`config.mk`:
```
export PLATFORM = sky130hd
export DESIGN_NAME = alu_sequencer
export DESIGN_NICKNAME = d
export VERILOG_FILES = /design/src/rtl/alu_pkg.sv /design/src/rtl/rr_arbiter2.sv /design/src/rtl/alu_sequencer.sv
export SDC_FILE = /design/constraint.sdc
export NUM_CORES = 1
export LEC_CHECK = 0
export BUFFER_PORTS_ARGS = -buffer_cell sky130_fd_sc_hd__buf_2
export CORE_MARGIN = 2
export CORE_UTILIZATION = 41
export CTS_CLUSTER_DIAMETER = 100
export DETAILED_ROUTE_END_ITERATION = 10
export PLACE_DENSITY = 0.72
export SLEW_MARGIN = 20
export SYNTH_ARGS = -nofsm -noshare
export SYNTH_HDL_FRONTEND = slang
export SYNTH_SLANG_ARGS = --single-unit
```
`constraint.sdc`:
```
create_clock -name clk -period 1.4 [get_ports clk]
set_input_delay 0.07 -clock clk [delete_from_list [all_inputs] [get_ports clk]]
set_output_delay 0.07 -clock clk [all_outputs]
set_load 0.05 [all_outputs]
```
`src/rtl/alu_pkg.sv`:
```
// alu_pkg: constants shared by the ALU sequencer slice.
//   - ALU opcode encodings (match the shared ALU instance).
//   - FSM state encodings for alu_sequencer.
//   - max2(): constant helper used to size the latency counter.
package alu_pkg;

  localparam logic [2:0] OC_ADD = 3'b000;
  localparam logic [2:0] OC_SUB = 3'b001;
  localparam logic [2:0] OC_MUL = 3'b010;
  localparam logic [2:0] OC_DIV = 3'b011;
  localparam logic [2:0] OC_NOT = 3'b100;
  localparam logic [2:0] OC_XOR = 3'b101;
  localparam logic [2:0] OC_OR  = 3'b110;
  localparam logic [2:0] OC_AND = 3'b111;

  localparam logic [1:0] ST_IDLE = 2'd0;
  localparam logic [1:0] ST_EXEC = 2'd1;
  localparam logic [1:0] ST_RESP = 2'd2;

  function automatic int max2(input int x, input int y);
    return (x > y) ? x : y;
  endfunction

endpackage

```
`src/rtl/rr_arbiter2.sv`:
```
// rr_arbiter2: two-way round-robin arbiter, purely combinational.
// Ports:
//   valid0/valid1 : requester has an operation pending
//   last_grant    : requester granted most recently (0 or 1)
//   gnt0/gnt1     : one-hot grant, both low when nobody is valid
module rr_arbiter2 (
  input  logic valid0,
  input  logic valid1,
  input  logic last_grant,
  output logic gnt0,
  output logic gnt1
);

  // Under contention the requester that did not win last time is favoured.
  always_comb begin
    gnt0 = 1'b0;
    gnt1 = 1'b0;
    if (valid0 && valid1) begin
      gnt0 = last_grant;
      gnt1 = ~last_grant;
    end else begin
      gnt0 = valid0;
      gnt1 = valid1;
    end
  end

endmodule

```
`src/rtl/alu_sequencer.sv`:
```
// alu_sequencer: shares one combinational ALU between two requesters.
// Arbitrates requests round-robin, registers the winner onto alu_oc/a/b,
// holds them for a per-opcode number of cycles, captures alu_f and returns
// it on a single response channel tagged with the requester id.
// Ports:
//   clk, rst_n                  : clock, async active-low reset
//   reqN_valid/ready/oc/a/b     : requester N request channel (N = 0, 1)
//   rsp_valid/ready/id/data/dz  : response channel, dz = divide-by-zero
//   alu_oc/alu_a/alu_b, alu_f   : registered ALU inputs, ALU result
//   busy                        : high whenever not idle
module alu_sequencer
  import alu_pkg::*;
#(
  parameter int DATA_WIDTH = 16,
  parameter int MUL_CYCLES = 2,
  parameter int DIV_CYCLES = 4
) (
  input  logic                  clk,
  input  logic                  rst_n,
  input  logic                  req0_valid,
  output logic                  req0_ready,
  input  logic [2:0]            req0_oc,
  input  logic [DATA_WIDTH-1:0] req0_a,
  input  logic [DATA_WIDTH-1:0] req0_b,
  input  logic                  req1_valid,
  output logic                  req1_ready,
  input  logic [2:0]            req1_oc,
  input  logic [DATA_WIDTH-1:0] req1_a,
  input  logic [DATA_WIDTH-1:0] req1_b,
  output logic                  rsp_valid,
  input  logic                  rsp_ready,
  output logic                  rsp_id,
  output logic [DATA_WIDTH-1:0] rsp_data,
  output logic                  rsp_dz,
  output logic [2:0]            alu_oc,
  output logic [DATA_WIDTH-1:0] alu_a,
  output logic [DATA_WIDTH-1:0] alu_b,
  input  logic [DATA_WIDTH-1:0] alu_f,
  output logic                  busy
);

  localparam int CNT_W = $clog2(max2(MUL_CYCLES, DIV_CYCLES) + 1);

  logic [1:0]            state_q, state_d;
  logic [CNT_W-1:0]      cnt_q, cnt_d;
  logic                  last_grant_q, last_grant_d;
  logic                  id_q, id_d;
  logic                  dz_q, dz_d;
  logic [2:0]            alu_oc_q, alu_oc_d;
  logic [DATA_WIDTH-1:0] alu_a_q, alu_a_d;
  logic [DATA_WIDTH-1:0] alu_b_q, alu_b_d;
  logic                  rsp_valid_q, rsp_valid_d;
  logic                  rsp_id_q, rsp_id_d;
  logic [DATA_WIDTH-1:0] rsp_data_q, rsp_data_d;
  logic                  rsp_dz_q, rsp_dz_d;

  logic                  gnt0_s, gnt1_s;
  logic                  accept_s;
  logic [2:0]            sel_oc_s;
  logic [DATA_WIDTH-1:0] sel_a_s, sel_b_s;
  logic                  sel_dz_s;
  logic [CNT_W-1:0]      sel_cnt_s;

  rr_arbiter2 u_arb (
    .valid0     (req0_valid),
    .valid1     (req1_valid),
    .last_grant (last_grant_q),
    .gnt0       (gnt0_s),
    .gnt1       (gnt1_s)
  );

  assign req0_ready = (state_q == ST_IDLE) && gnt0_s;
  assign req1_ready = (state_q == ST_IDLE) && gnt1_s;
  assign accept_s   = (req0_valid && req0_ready) || (req1_valid && req1_ready);

  assign sel_oc_s = gnt1_s ? req1_oc : req0_oc;
  assign sel_a_s  = gnt1_s ? req1_a  : req0_a;
  assign sel_b_s  = gnt1_s ? req1_b  : req0_b;
  // Only DIV traps a zero divisor; the trapped op completes in one cycle.
  assign sel_dz_s = (sel_oc_s == OC_DIV) && (sel_b_s == {DATA_WIDTH{1'b0}});

  // Counter preload is latency minus one: capture happens on the edge where cnt is 0.
  always_comb begin
    sel_cnt_s = {CNT_W{1'b0}};
    case (sel_oc_s)
      OC_MUL:  sel_cnt_s = CNT_W'(MUL_CYCLES - 1);
      OC_DIV:  begin
        if (sel_dz_s) begin
          sel_cnt_s = {CNT_W{1'b0}};
        end else begin
          sel_cnt_s = CNT_W'(DIV_CYCLES - 1);
        end
      end
      default: sel_cnt_s = {CNT_W{1'b0}};
    endcase
  end

  // Next-state logic: accept in IDLE, count down in EXEC, hold response in RESP.
  always_comb begin
    state_d      = state_q;
    cnt_d        = cnt_q;
    last_grant_d = last_grant_q;
    id_d         = id_q;
    dz_d         = dz_q;
    alu_oc_d     = alu_oc_q;
    alu_a_d      = alu_a_q;
    alu_b_d      = alu_b_q;
    rsp_valid_d  = rsp_valid_q;
    rsp_id_d     = rsp_id_q;
    rsp_data_d   = rsp_data_q;
    rsp_dz_d     = rsp_dz_q;
    case (state_q)
      ST_IDLE: begin
        if (accept_s) begin
          alu_oc_d     = sel_oc_s;
          alu_a_d      = sel_a_s;
          alu_b_d      = sel_b_s;
          id_d         = gnt1_s;
          last_grant_d = gnt1_s;
          dz_d         = sel_dz_s;
          cnt_d        = sel_cnt_s;
          state_d      = ST_EXEC;
        end else begin
          state_d = ST_IDLE;
        end
      end
      ST_EXEC: begin
        if (cnt_q != {CNT_W{1'b0}}) begin
          cnt_d = cnt_q - CNT_W'(1);
        end else begin
          // A trapped divide never forwards the divider output.
          rsp_data_d  = dz_q ? {DATA_WIDTH{1'b0}} : alu_f;
          rsp_dz_d    = dz_q;
          rsp_id_d    = id_q;
          rsp_valid_d = 1'b1;
          state_d     = ST_RESP;
        end
      end
      ST_RESP: begin
        if (rsp_valid_q && rsp_ready) begin
          rsp_valid_d = 1'b0;
          state_d     = ST_IDLE;
        end else begin
          state_d = ST_RESP;
        end
      end
      default: begin
        state_d     = ST_IDLE;
        rsp_valid_d = 1'b0;
      end
    endcase
  end

  // State registers; last_grant resets to 1 so requester 0 wins first contention.
  always_ff @(posedge clk or negedge rst_n) begin
    if (!rst_n) begin
      state_q      <= ST_IDLE;
      cnt_q        <= {CNT_W{1'b0}};
      last_grant_q <= 1'b1;
      id_q         <= 1'b0;
      dz_q         <= 1'b0;
      alu_oc_q     <= 3'b000;
      alu_a_q      <= {DATA_WIDTH{1'b0}};
      alu_b_q      <= {DATA_WIDTH{1'b0}};
      rsp_valid_q  <= 1'b0;
      rsp_id_q     <= 1'b0;
      rsp_data_q   <= {DATA_WIDTH{1'b0}};
      rsp_dz_q     <= 1'b0;
    end else begin
      state_q      <= state_d;
      cnt_q        <= cnt_d;
      last_grant_q <= last_grant_d;
      id_q         <= id_d;
      dz_q         <= dz_d;
      alu_oc_q     <= alu_oc_d;
      alu_a_q      <= alu_a_d;
      alu_b_q      <= alu_b_d;
      rsp_valid_q  <= rsp_valid_d;
      rsp_id_q     <= rsp_id_d;
      rsp_data_q   <= rsp_data_d;
      rsp_dz_q     <= rsp_dz_d;
    end
  end

  assign alu_oc    = alu_oc_q;
  assign alu_a     = alu_a_q;
  assign alu_b     = alu_b_q;
  assign rsp_valid = rsp_valid_q;
  assign rsp_id    = rsp_id_q;
  assign rsp_data  = rsp_data_q;
  assign rsp_dz    = rsp_dz_q;
  assign busy      = (state_q != ST_IDLE);

endmodule

```
# Yosys cells after proc, flatten, opt, wreduce, memory -nomap -nowiden
# Cells that the tools add are included.
# classes
add_sub_neg	1
n_eq_ne	8
n_mux	18
bitwise_logic	3
n_reduce_logical	17
# ops
operator	count
16-bit 2-to-1 mux	3
16-bit zero test	1
3-bit 2-to-1 mux	3
2-bit inequality test, second input constant	4
1-bit logical AND	7
3-bit by 2-bit equality test with 1-bit output, second input constant	2
2-bit 2-to-1 mux	3
2-bit one-hot mux with 3 select lines	1
3-bit one-hot mux with 2 select lines	1
3-bit AND reduction	2
1-bit 2-to-1 mux	5
2-bit one-hot mux with 2 select lines	1
2-bit AND reduction	2
2-bit nonzero test	2
1-bit inverter	3
1-bit one-hot mux with 3 select lines	1
3-bit nonzero test	1
3-bit by 1-bit subtractor with 3-bit output, second input constant	1
2-bit by 1-bit equality test with 1-bit output, second input constant	1
2-bit equality test, second input constant	1
2-bit zero test	1
1-bit logical OR	1
# word_totals
register_bits	62
in_bits	91
output_inout_bits	57
wordCells	59

# Logic depth before layout (Yosys ltp)
# Gate-level depths: netlist of run 1.
# depth
word_depth	9
ltp_mapped	7
mapped_depth_nobuf	6

# By module
# From an unflattened synthesis of run 1, not the netlist that was laid out.
# unflattened
hier_cells	294
hier_area_um2	2941.6
# by_module_without_submodules
mod	n_inst	cells_each	area_each_um2	seq_area_each_um2
alu_sequencer	1	291	2922.8	1552.7
rr_arbiter2	1	3	18.8	0.0

# Worst setup path before layout of run 1
# No wires, ideal clock.
# synth_timing
path_kind	register -> register
from	reg last_grant_q
to	reg cnt_q[1]
setup_ns	0.070
arrival_ns	1.417
required_time_ns	1.330
setup_slack_ns	-0.087
stages_incl_launch_ff	6
period_less_slack_ns	1.487
path_cell_list	dfstp_2 > a21boi_2 > buf_6 > and2_1 > nand4_1 > nand3_1
# synth_lines
element	line	text
start: declaration	alu_sequencer.sv:46	logic last_grant_q, last_grant_d;
start signal: assignment	alu_sequencer.sv:172	last_grant_q <= last_grant_d;
1-bit inverter	rr_arbiter2.sv:20	gnt1 = ~last_grant;
1-bit 2-to-1 mux	rr_arbiter2.sv:18	if (valid0 && valid1) begin
1-bit logical AND	alu_sequencer.sv:73	assign req1_ready = (state_q == ST_IDLE) && gnt1_s;
net req1_ready	alu_sequencer.sv:26	output logic req1_ready,
1-bit logical AND	alu_sequencer.sv:74	assign accept_s = (req0_valid && req0_ready) || (req1_valid && req1_ready);
1-bit logical OR	alu_sequencer.sv:74	
2-bit inequality test (no line)	-	
3-bit AND reduction (no line)	-	
end signal: assignment	alu_sequencer.sv:158	cnt_q <= {CNT_W{1'b0}};
end signal: assignment	alu_sequencer.sv:171	cnt_q <= cnt_d;
end: declaration	alu_sequencer.sv:45	logic [CNT_W-1:0] cnt_q, cnt_d;
# The timed path passes the listed nets, and every way through them passes these cells. The select of a mux whose other input is x is not followed.
# A chain may end at the register's enable or synchronous reset.

# Worst setup path after layout of run 1
# layout_timing
from	reg last_grant_q
to	out req0_ready
# layout_via
elab_chain_cells	2
# layout_lines
element	line	text
1-bit 2-to-1 mux	rr_arbiter2.sv:18	
1-bit logical AND	alu_sequencer.sv:72	assign req0_ready = (state_q == ST_IDLE) && gnt0_s;
end: declaration	alu_sequencer.sv:21	output logic req0_ready,
# No other way between the ends.

==> results.txt, run 1 <==
The run finished, with violations left. The checks that failed: hold timing, setup timing. The maximum net fanout on the critical path is 3.

STA puts the critical path data arrival time at 1390 ps. The remaining design rule violation count is 0. The number of enable flip-flop cells after synthesis came out at 0. The highest clock frequency the design can meet came out at 687 MHz. The endpoint required time on the critical path came out at 1330 ps. The number of global-route vias before repair is 2,566. The iteration-0 DRC count of the detailed router came out at 72.

The cell area after layout came out at 4510 µm². The detailed-routing iteration count for the pre-antenna-repair pass came out at 4. Setup repair after global routing could not meet its margin everywhere.

The width of the chip is 88.3 µm. The global-route total usage across every layer is 0.192. The proportion of layout cells with a drive suffix above 1 is 0.447. The initial utilization of the core area, before any placement, comes to 0.427.

The vertical die dimension is 88.3 µm. The total die area came out at 7800 µm². The final antenna diode count is 0. Of the post-synthesis cell area, the dominant cell type holds 0.524. The number of different library cells used by synthesis comes to 37. The final worst clock skew is 7.60 ps.

The clock period minus final worst setup slack is 1460 ps. Buffers placed on the I/O ports in this run total 147. The part of the Yosys area used for sequential elements is 0.533. The number of failing hold endpoints at the final stage is 1. Setup total negative slack on the finished layout was measured at -131 ps. The placed cell area came out at 3880 µm². The number of antenna violations at the first check in global routing came out at 0.

The tightest min-delay check is of the in -> reg type. The critical path class is reg -> out. The final worst-path cycle share is 1.04. For this design the static power due to leakage is 2.33 nW. Counting flops with an async set or reset pin after synthesis yields a share of 1.00. The number of buffers added by the clock tree synthesis step is 9.

The peak ir drop on the vdd network came out at 1.32 mV. The largest net degree at the start of global routing came out at 63. The post-synthesis sequential element count came out at 62. The via count normalized by instance count came out at 4.79. The wire length of the first global-routing pass is 11.7 mm. The transition time at the pin with the least slew margin is 503 ps. The relative max-transition margin is 0.664. The placer congestion estimate is 0.811.

Counting along the longest clock path gives a buffer depth of 2. The insertion delay of the later-clocked pin in the worst-skew pair is 330 ps. The post-detailed-route count of antenna-violating nets is 0. The core utilization of the finished layout is 0.660. STA classifies the critical path endpoint as an output port. The final layout contains 569 nets. The number of vias after detailed routing is 2,762. The routed length per placed instance is 13.9 µm. The net count after synthesis is 386. Setup violations remaining at the end of the flow were counted as 8. The worst setup path is launched from a register. The maximum level of the CTS H-tree is 3.

Across all hold checks on the routed design, the worst slack comes to -0.131 ps. The worst setup margin is -55.8 ps. After synthesis, the mean cell area works out to 9.95 µm². The number of cells produced by synthesis came out at 293. During synthesis, Yosys emitted a total of 0 warnings. The max-slew violation total from the final report came out at 0. In the synthesized netlist the dominant register cell turns out to be sky130_fd_sc_hd__dfrtp_1. Dividing total power by cell area gives a power density of 2600 nW/µm². Sorting the synthesized cells by area gives the leading types as sky130_fd_sc_hd__dfrtp_1 52%, sky130_fd_sc_hd__mux2i_1 12%, sky130_fd_sc_hd__o21ai_0 9.3%, sky130_fd_sc_hd__nand2_1 7.9%, sky130_fd_sc_hd__nand2b_1 3.9%. The final-layout fill cell count came out at 590. TritonCTS built the clock tree.

The layout-stage area growth over the synthesis result is 54.5%. The region available for standard cell placement spans 6830 µm². The commonest cells after synthesis are 61 x sky130_fd_sc_hd__dfrtp_1, 61 x sky130_fd_sc_hd__nand2_1, 54 x sky130_fd_sc_hd__o21ai_0.

During I/O placement, the number of pins put on the boundary was 148. The max-cap check violation count is 0. The root cell of the clock tree is sky130_fd_sc_hd__clkbuf_8.

The number of rows created at floorplan is 30. The most area-hungry cell type in the Yosys netlist is sky130_fd_sc_hd__dfrtp_1. The summed instance area of the synthesized netlist is 2920 µm². The number of sinks handled by clock tree synthesis came out at 62.

The total congestion overflow after global routing came out at 0. The placed wire-length estimate is 5.52 mm. Summed over all layers, the routed wires come to 8.03 mm.

The clock transition at the register clock pins on the worst setup and hold paths after CTS came out at 70 ps.
flip-flops by register name, indices dropped and copies added, names as in the netlist:
signal        count
id_q              1
dz_q              1
cnt_q             3
rsp_dz            1
last_grant_q      1
rsp_data         16
alu_b            16
alu_oc            3
alu_a            16
rsp_id            1
state_q           2
rsp_valid         1
per-layer routing:
metal | global-route usage | routed length (µm)
met1 | 0.252 | 3660
met2 | 0.311 | 3750
met3 | 0.0466 | 561
met4 | 0.0702 | 65
met5 | 0 | 0
cell usage in the layout, fill, tap and decap left out, drive strengths merged, types with 3 or more instances in the layout:
cell type    count
o21ai           55
buf            173
nor4             9
inv              5
dfrtp           61
clkbuf          14
dlygate4sd3     11
bufinv           3
nand4            4
nand2           62
mux2i           34
nor2             5
nand2b          18
power breakdown:
part / switching, mW / total [mW] / internal, mW
combinational: 4.63 / 6.75 / 2.12
sequential: 0.448 / 3.10 / 2.66
clock: 0.667 / 1.85 / 1.18
total: 5.74 / 11.7 / 5.96
area by class of cell:
cell class                      instances  area [µm²]  area share
Sequential cell                        62        1550       0.345
Multi-Input combinational cell        212        1390       0.309
Timing Repair Buffer                  186        1190       0.264
Clock buffer                           12         135      0.0300
Tap cell                               96         120      0.0267
Clock inverter                          4        95.1      0.0211
Inverter                                5        18.8     0.00417
worst paths after layout:
path	from	endpoint	slack (ps)	cells past startpoint
hold / removal	alu_f[0]	rsp_data[0]	-0.1	3
max in group asynchronous	rst_n	last_grant_q	800	3
hold reg to reg	rsp_data[2]	rsp_data[2]	470	2
min in group asynchronous	rst_n	rsp_data[0]	300	3
setup / recovery	last_grant_q	req0_ready	-60	3
setup reg to reg	last_grant_q	cnt_q[1]	-40	4
cells by family after synthesis:
logic type,synth area share
compound gates,0.120
buf+inv,0.0335
mux,0.121
flops,0.533
simple gates,0.185
fa+ha+maj,0.00858
worst max-delay path, stage by stage (launching register included):
cell,delay [ps]
sky130_fd_sc_hd__dfstp_2,570
sky130_fd_sc_hd__nand2b_4,140
sky130_fd_sc_hd__and3_4,200
sky130_fd_sc_hd__buf_8,150
what timing repair did:
action | in CTS | in global routing
buffers inserted | 4 | 2
endpoints found under the hold margin | 71 | 0
hold buffers | 11 | 0
setup endpoints to repair | 23 | 56
gates cloned | 0 | 7
resized for setup | 14 | 42
pin swaps | 2 | 2
through the flow:
| step | total power [mW] | setup slack, ps | cells |
|---|---|---|---|
| floorplan | 7.37 | -39.8 | 293 |
| global placement | 8.94 | -37.6 | 537 |
| detailed placement | 9.09 | -100 | 537 |
| finish | 11.7 | -55.8 | 577 |
| global route | 12.4 | -110 | 577 |
| CTS | 11.2 | -67.3 | 568 |
Note: power is estimated with default switching activity, not from simulation.
==> run 2, diff against run 1 <==
CORE_UTILIZATION = 43   (was 41)
CTS_BUF_LIST = sky130_fd_sc_hd__clkbuf_4   (was default)
PLACE_DENSITY = 0.75   (was 0.72)
==> run 2 against run 1 <==
  * The flow still finishes with violations (hold timing, setup timing)
  * Die area down 4.4%
  * Clock-buffer cell count fell by 3
  * Power up 6.8%
  * Clock skew grew 9.0 ps
  * Worst hold slack lost 14 ps
  * Non-clock buffer count grew 76
  * Clock power decreased by 37%
  * Sequential share of layout area decreased by 5.9 points
  * Critical path depth stayed put
  * Final area is 21% higher
  * Sequential power up 5%
  * Critical endpoint unchanged
==> results.txt, run 2 (synthesis gave the netlist of run 1 again) <==
The number of global-route vias before repair is 3,239 (+26%). The number of antenna violations at the first check in global routing came to 0 (unchanged). The CTS tree is done.

The maximum level of the CTS H-tree came out at 3 (unchanged). The maximum net fanout on the critical path came out at 3 (unchanged). The leakage power summed over all cells is 2.71 nW (+16%). The vertical die dimension came out at 86.3 µm (-2.2%). The total die area came out at 7450 µm² (-4.4%). The worst hold slack came to -14.3 ps (-14.2 ps). The data arrival at the endpoint of the critical path came to 1460 ps (+70 ps). The sum of routed wire length over all layers is 11.6 mm (+45%). The layout-stage area growth over the synthesis result is 86.4%.

The placed cell area is 3850 µm² (-0.77%). The placed wire-length estimate came to 5.38 mm (-2.5%). The number of input and output port buffers inserted came out at 147 (unchanged). The peak ir drop on the vdd network came out at 1.28 mV (-3.2%). The routed length per placed instance is 18.3 µm (+31%). The flow ran to the end, but the final reports show violations. The transition time at the pin with the least slew margin is 559 ps (+56.4 ps). The worst setup path is captured at an output port. The clock transition at the register clock pins on the worst setup and hold paths after CTS was 110 ps (+40 ps).

The number of vias after detailed routing is 3,372 (+22%). The number of buffers added by the clock tree synthesis step came to 9 (unchanged). The critical path goes through nand2b_4 -> and3_4 -> buf_8. The number of rows created at floorplan is 30 (unchanged). The maximum buffer depth of the clock tree is 2 (unchanged). The iteration-0 DRC count of the detailed router came out at 102 (+42%). The number of buffer and inverter instances along the worst setup path was 1 (unchanged). The wire length of the first global-routing pass came out at 14.9 mm (+28%). The via count normalized by instance count is 5.30 (+11%). The final worst-path cycle share is 1.09 (+0.0533). The total power per unit cell area is 2300 nW/µm² (-11%).

The insertion delay of the later-clocked pin in the worst-skew pair is 400 ps (+70 ps). The endpoint required time on the critical path came out at 1330 ps (about the same). The cell area after layout was 5430 µm² (+21%).

The detailed-routing iteration count for the pre-antenna-repair pass came out at 4 (unchanged). The final antenna diode count came out at 0 (unchanged). The proportion of layout cells with a drive suffix above 1 came out at 0.491 (+0.0440). The total congestion overflow after global routing is 0 (unchanged).

The maximum single-stage delay on the critical path was 580 ps (about the same). The global-route total usage across every layer is 0.255 (+0.0623). The clock period minus final worst setup slack came out at 1530 ps (+74.7 ps). The post-detailed-route count of antenna-violating nets came to 0 (unchanged). Setup repair after global routing could not meet its margin everywhere.

The critical path startpoint category is a register. The critical path class is reg -> out. The aggregate negative setup slack is -1140 ps (-1010 ps). The highest clock frequency the design can meet is 653 MHz (-4.9%). The final number of setup-violating endpoints is 34 (+26).

The largest net degree at the start of global routing is 63 (unchanged). The final reports fail on hold timing, setup timing. The library cells used most frequently in the layout, excluding fill and tap cells, are 144 x sky130_fd_sc_hd__buf_2, 80 x sky130_fd_sc_hd__dlygate4sd3_1, 61 x sky130_fd_sc_hd__dfrtp_1. The placer congestion estimate came out at 0.791 (-2.5%). The number of I/O pins came out at 148 (unchanged). The width of the chip is 86.3 µm (-2.2%).

The worst setup margin was -130 ps (-74.7 ps). The number of sinks handled by clock tree synthesis is 62 (unchanged). The effective utilization at floorplan was 0.436 (+0.00959). The slowest cell on the critical path is sky130_fd_sc_hd__dfstp_2. Leaving out fill and tap cells, the most frequent cell in the layout is sky130_fd_sc_hd__buf_2.

The max-cap check violation count came out at 0 (unchanged). The core utilization of the finished layout is 0.813 (+0.154). The max-slew violation total from the final report came out at 0 (unchanged). The layout net count came out at 645 (+13%). Among cell families on the critical path, the largest total delay comes from flip-flops. The final worst clock skew came out at 16.6 ps (+8.98 ps). The area of the placeable core is 6680 µm² (-2.2%). The remaining design rule violation count came out at 0 (unchanged).

The relative max-transition margin is 0.626 (-0.0377). The number of failing hold endpoints at the final stage came to 1 (unchanged). The path class of the tightest hold or removal check is in -> reg. In this run the clock root is driven by a sky130_fd_sc_hd__clkbuf_4.
-- run 2: path summary, 6_finish.rpt --
path / startpoint / endpoint / slack [ps] / depth (start not counted)
max in group asynchronous: rst_n / last_grant_q / 870 / 3
max reg2reg: state_q[1] / alu_b[10] / -90 / 6
max: last_grant_q / req0_ready / -130 / 3
min reg2reg: alu_b[4] / alu_b[4] / 490 / 2
min in group asynchronous: rst_n / rsp_data[3] / 210 / 3
min: req1_valid / last_grant_q / -10 / 3
-- run 2: metal layers --
metal,track usage,share of wire,up-vias
li1,-,-,1548
met1,0.295,0.36,1582
met4,0.105,0.037,0
met2,0.452,0.53,193
met3,0.0571,0.071,49
met5,0,0,-
-- run 2: cell type report --
| type | instances | area [µm²] |
|---|---|---|
| multi-input combinational | 212 | 1580 |
| tap | 80 | 100 |
| timing repair buffer | 262 | 2060 |
| fill | 398 | 1250 |
| clock inverter | 6 | 53.8 |
| sequential | 62 | 1550 |
| inverter | 5 | 18.8 |
| clock buffer | 9 | 67.6 |
-- run 2: stage by stage --
step	setup WS [ps]	cells	hold WS [ps]	power, mW
after CTS	-137	613	-30.5	10.6
after detailed placement	-132	518	112	9.04
after global placement	-33.2	518	105	8.89
after floorplan	-39.8	293	-226	7.37
after global routing	-179	636	-14.4	13.1
final	-130	636	-14.3	12.5
-- run 2: worst min-delay path, cell delays in order --
cell                       delay, ps
sky130_fd_sc_hd__buf_2           150
sky130_fd_sc_hd__nand2b_4         90
sky130_fd_sc_hd__o21ai_0          80
-- run 2: power breakdown --
group / switching (mW) / internal [mW] / total (mW) / leakage [nW]
registers: 0.611 / 2.65 / 3.26 / 0.765
clock network: 0.641 / 0.518 / 1.16 / 0.0727
logic: 5.25 / 2.83 / 8.08 / 1.87
total: 6.50 / 6.00 / 12.5 / 2.71
-- run 2: repair_timing --
| action | CTS | global route |
|---|---|---|
| pin swaps | 3 | 28 |
| hold buffers | 75 | 5 |
| gates cloned | 0 | 12 |
| setup buffers | 5 | 6 |
| resized for setup | 18 | 130 |
| endpoints found under the hold margin | 113 | 5 |
| endpoints found under the setup margin | 22 | 59 |
